$ cat config.mk
export PLATFORM = sky130hd
export DESIGN_NAME = fifo_wptr_full
export DESIGN_NICKNAME = d
export VERILOG_FILES = /design/src/rtl/fifo_wptr_full.sv
export SDC_FILE = /design/constraint.sdc
export NUM_CORES = 1
export LEC_CHECK = 0
export BUFFER_PORTS_ARGS = -buffer_cell sky130_fd_sc_hd__buf_2
export CORE_MARGIN = 2
export CORE_UTILIZATION = 40
export CTS_BUF_LIST = sky130_fd_sc_hd__clkbuf_4 sky130_fd_sc_hd__clkbuf_8
export DETAILED_ROUTE_END_ITERATION = 12
export GPL_ROUTABILITY_DRIVEN = 1
export GPL_TIMING_DRIVEN = 0
export MAX_ROUTING_LAYER = met4
export PLACE_DENSITY = 0.69
export SETUP_SLACK_MARGIN = 0.1
export SYNTH_ARGS = -nofsm -noshare
export SYNTH_HDL_FRONTEND = slang
export SYNTH_SLANG_ARGS = --single-unit
$ cat constraint.sdc
create_clock -name clk -period 1.74 [get_ports clk]
set_input_delay 0.261 -clock clk [delete_from_list [all_inputs] [get_ports clk]]
set_output_delay 0.261 -clock clk [all_outputs]
set_load 0.01 [all_outputs]
$ cat src/rtl/fifo_wptr_full.sv
// fifo_wptr_full: write-domain binary/Gray pointer, read-pointer synchroniser and registered full flag.
// Defining FIFO_WPTR_ALMOST_FULL_EN adds the registered almost_full output and its Gray-to-binary converter.
module fifo_wptr_full #(
   parameter int ADDRWIDTH   = 4,
   parameter int SYNC_STAGES = 2,
   parameter int AF_MARGIN   = 1
) (
   input  logic                 clk,
   input  logic                 rst_n,
   input  logic                 wr_en,
   input  logic [ADDRWIDTH:0]   rd_gray_async,
   output logic [ADDRWIDTH-1:0] wr_addr,
   output logic                 wr_accept,
   output logic [ADDRWIDTH:0]   wr_gray,
   output logic                 full,
   output logic                 wr_ovf
`ifdef FIFO_WPTR_ALMOST_FULL_EN
   ,
   output logic                 almost_full
`endif
);
   localparam int PW = ADDRWIDTH + 1;
   // Full when the write Gray pointer equals the read Gray pointer with its top two bits inverted.
   localparam logic [PW-1:0] TOP_INV = {PW{1'b1}} << (ADDRWIDTH - 1);
   logic [PW-1:0] wr_bin_q, wr_bin_d;
   logic [PW-1:0] wr_gray_q, wr_gray_d;
   logic [PW-1:0] rq_q [SYNC_STAGES];
   logic [PW-1:0] rq_d [SYNC_STAGES];
   logic          full_q, full_d;
   logic          wr_ovf_q, wr_ovf_d;
   always_comb begin
      wr_accept = wr_en & ~full_q;
      wr_bin_d  = wr_bin_q + PW'(wr_accept);
      wr_gray_d = wr_bin_d ^ (wr_bin_d >> 1);
      rq_d[0]   = rd_gray_async;
      for (int i = 1; i < SYNC_STAGES; i++) rq_d[i] = rq_q[i-1];
      full_d    = wr_gray_d == (rq_q[SYNC_STAGES-1] ^ TOP_INV);
      wr_ovf_d  = wr_en & full_q;
   end
   always_ff @(posedge clk) begin
      if (!rst_n) begin
         wr_bin_q  <= '0;
         wr_gray_q <= '0;
         rq_q      <= '{default: '0};
         full_q    <= 1'b0;
         wr_ovf_q  <= 1'b0;
      end else begin
         wr_bin_q  <= wr_bin_d;
         wr_gray_q <= wr_gray_d;
         rq_q      <= rq_d;
         full_q    <= full_d;
         wr_ovf_q  <= wr_ovf_d;
      end
   end
   assign wr_addr = wr_bin_q[ADDRWIDTH-1:0];
   assign wr_gray = wr_gray_q;
   assign full    = full_q;
   assign wr_ovf  = wr_ovf_q;
`ifdef FIFO_WPTR_ALMOST_FULL_EN
   logic [PW-1:0] rd_bin_sync, used;
   logic          almost_full_q, almost_full_d;
   always_comb begin
      rd_bin_sync = '0;
      for (int i = 0; i < PW; i++) rd_bin_sync[i] = ^(rq_q[SYNC_STAGES-1] >> i);
      used          = wr_bin_d - rd_bin_sync;
      almost_full_d = used >= PW'(2**ADDRWIDTH - AF_MARGIN);
   end
   always_ff @(posedge clk) begin
      if (!rst_n) almost_full_q <= 1'b0;
      else        almost_full_q <= almost_full_d;
   end
   assign almost_full = almost_full_q;
`endif
endmodule
==> key figures <==
Layout
  • FF+latch area: between 400 and 500 um^2
  • Multi-input logic area: 409 um^2
  • # fillers: between 150 and 200
  • Antenna diode count: 0
  • Layout area overhead: 31.4%
  • Cell Count, Final, Fillers Out: between 100 and 150
  • Layout cell share with drive strength beyond 1: 36.3%
  • Final core occ: 56.7%
  • Design area: 1000 um^2
  • Fin nets: between 100 and 150

Placement
  • Place WS: -20.8 ps
  • Dpl cells: 111
  • GP Congestion: slightly below 0.7
  • Post-DP HPWL: 789 um
  • Placed instance area: roughly 930 um^2
  • PortBufs: 19

Clocking
  • Post-CTS Hold Fix Bufs: 0
  • Maximum clock path buffer count: 2
  • Clk sinks: 21
  • H-tree depth: 1
  • TritonCTS buffer count: 3
  • CTS tree: built
  • Reg clk slew, reported paths: ~110 ps
  • Clk Latency, worst-skew pair: 300 ps
  • CTS root buffer: clkbuf_4

STA
  • Worst Skew: ~0.95 ps
  • Final hold vios: 0
  • Tmin final: 1680 ps
  • Setup violators final: 0
  • Max-slew headroom: between 70% and 80%
  • Tcrit/Tclk final: a little under 100%
  • PnR worst setup slack: approximately 57 ps
  • Setup TNS: 0 ps
  • Maximum clock frequency: a little under 600 MHz
  • Worst-margin pin slew: 360 ps
  • RSZ-0062 raised after global routing: true
  • Max Slew Vio Count: 0

Synthesis
  • Syn Nets: 77
  • Most used flip-flop cell after synthesis: dfxtp_1
  • Synth unique cells: 15
  • Yosys top cell by area: dfxtp_1
  • Top cell type's share of synthesized area: a little under three fifths
  • Register bit total from synthesis: 21
  • Ranking of synthesized cells by area: dfxtp_1, and2_1, xor2_1
  • Mean post-synth cell area: roughly 11 um^2
  • Ys Warns: 0
  • Mapped cell area: around 760 um^2
  • Post-synth top cells: dfxtp_1, and2_1, xor2_1
  • Async SR Flop Fraction: 0%
  • EDFF count, synth: 0
  • Post-synthesis cell count: 67
  • Seq/Total Area, Yosys: between 50 and 60%
  • Top-count cell post-synth: dfxtp_1

Status
  • Status: complete, no violations

Setup path
  • CP Capture Type: register
  • Register-to-Register Setup Slack: approximately 57 ps
  • Worst path arrival time: approximately 1900 ps
  • Critical path fanouts, max: 3
  • Critical path class: reg2reg
  • Startpoint type of the worst setup path: register
  • Reg2reg path depth: 7
  • Required @ worst endpoint: between 1500 and 2000 ps

Floorplanning
  • Die width: about 48 um
  • Die outline area: around 0.0023 mm^2
  • Ports: 20
  • Initial Utilization: around 43%
  • Core Footprint: approximately 0.0018 mm^2
  • Rows: 15
  • Die height: about 48 um

Global routing
  • Vias in the first global route: around 400
  • Antenna violations before repair: 0
  • First-pass GRT wire length: between 1.5 and 2 mm
  • Grt ovf: 0
  • Largest net degree at the start of global routing: 13
  • GR Util All Layers: between 10% and 20%

Route
  • Drt wl/cell: between 9 and 10 um
  • Routed Antenna Nets: 0
  • DRT Wirelength: 1.13 mm
  • # DRC: 0
  • Vias per inst: approximately 4.4
  • Starting DRC count in detailed routing: 1
  • DR vias: slightly above 500
  • First drt pass iteration count: 2

Worst hold path
  • Hold Path Class: in2reg
  • Cells on Worst Hold Path: 2

Pwr
  • Peak VDD IR: 550 uV
  • Pleak: between 0.4 and 0.5 nW
  • Pwr Density: 851 mW/mm^2

Run
  • Maxcap violations: 0
[layer usage]
layer	GRT usage, %	up-vias	wire length [um]
met5	-	-	0
met4	8.11	0	34
met3	5.66	4	80
met2	18.4	16	534
met1	14.0	225	481
li1	-	260	-
[cells by family (layout without fill, tap and decap cells)]
family | after synthesis | after routing | share of synthesized area (%)
compound gates | 1 | 1 | 1.64
xor+xnor | 12 | 12 | 15.6
fa+ha+maj | 2 | 2 | 3.29
buf+inv | 2 | 26 | 0.987
flops | 21 | 21 | 55.3
mux | 1 | 1 | 1.32
simple gates | 28 | 28 | 21.9
[path summary, 6_finish.rpt]
check                             to          startpoint
setup / recovery     full$_SDFF_PN0_     full$_SDFF_PN0_
hold / removal    rq_d[3]$_SDFF_PN0_    rd_gray_async[3]
setup reg to reg     full$_SDFF_PN0_     full$_SDFF_PN0_
hold reg to reg   rq_q[2]$_SDFF_PN0_  rq_d[2]$_SDFF_PN0_
[registers in the layout, summed over array words and instances, names as in the netlist]
| name | flops |
|---|---|
| full | 1 |
| wr_bin_q | 5 |
| wr_ovf | 1 |
| wr_gray | 4 |
| rq_d | 5 |
| rq_q | 5 |
[worst max-delay path, stage by stage (launching register included)]
cell and delay (ps):
dfxtp_2 350, nor2b_4 130, ha_4 150, ha_4 150, nand3_4 100, xor2_4 170
or3_4 370, a211oi_2 190
[stage by stage]
step,hold slack (ps),power (mW)
CTS,145,0.860
floorplan,388,0.602
detailed placement,417,0.634
global placement,415,0.631
finish,154,0.851
global route,136,0.899
[report_power, final]
group / switching, mW / internal (mW)
Clock: 0.143 / 0.0858
Combinational: 0.0492 / 0.0592
Sequential: 0.0100 / 0.503
[timing repair]
action	CTS	global route
endpoints found under the setup margin	1	1
gates resized for setup	2	2
endpoints found under the hold margin	0	0
setup buffers	1	0
pin swaps	3	1
[final cells by class]
type / instances / area share (%)
timing repair buffer: 20 / 10.3
multi-input combinational: 44 / 40.9
sequential: 21 / 42.2
clock buffer: 3 / 2.25
buffer: 2 / 0.751
tap: 25 / 3.13
clock inverter: 1 / 0.501
[cell usage in the layout (no fill, tap or decap), drive strengths merged, types with 2 or more instances in the layout]
| cell | netlist | layout |
|---|---|---|
| dfxtp | 21 | 21 |
| buf | 0 | 20 |
| and2 | 18 | 18 |
| xor2 | 7 | 7 |
| clkbuf | 2 | 5 |
| xnor2 | 4 | 4 |
| nand3 | 3 | 3 |
| nor2b | 3 | 3 |
| ha | 2 | 2 |
(Power assumes the default switching activity.)
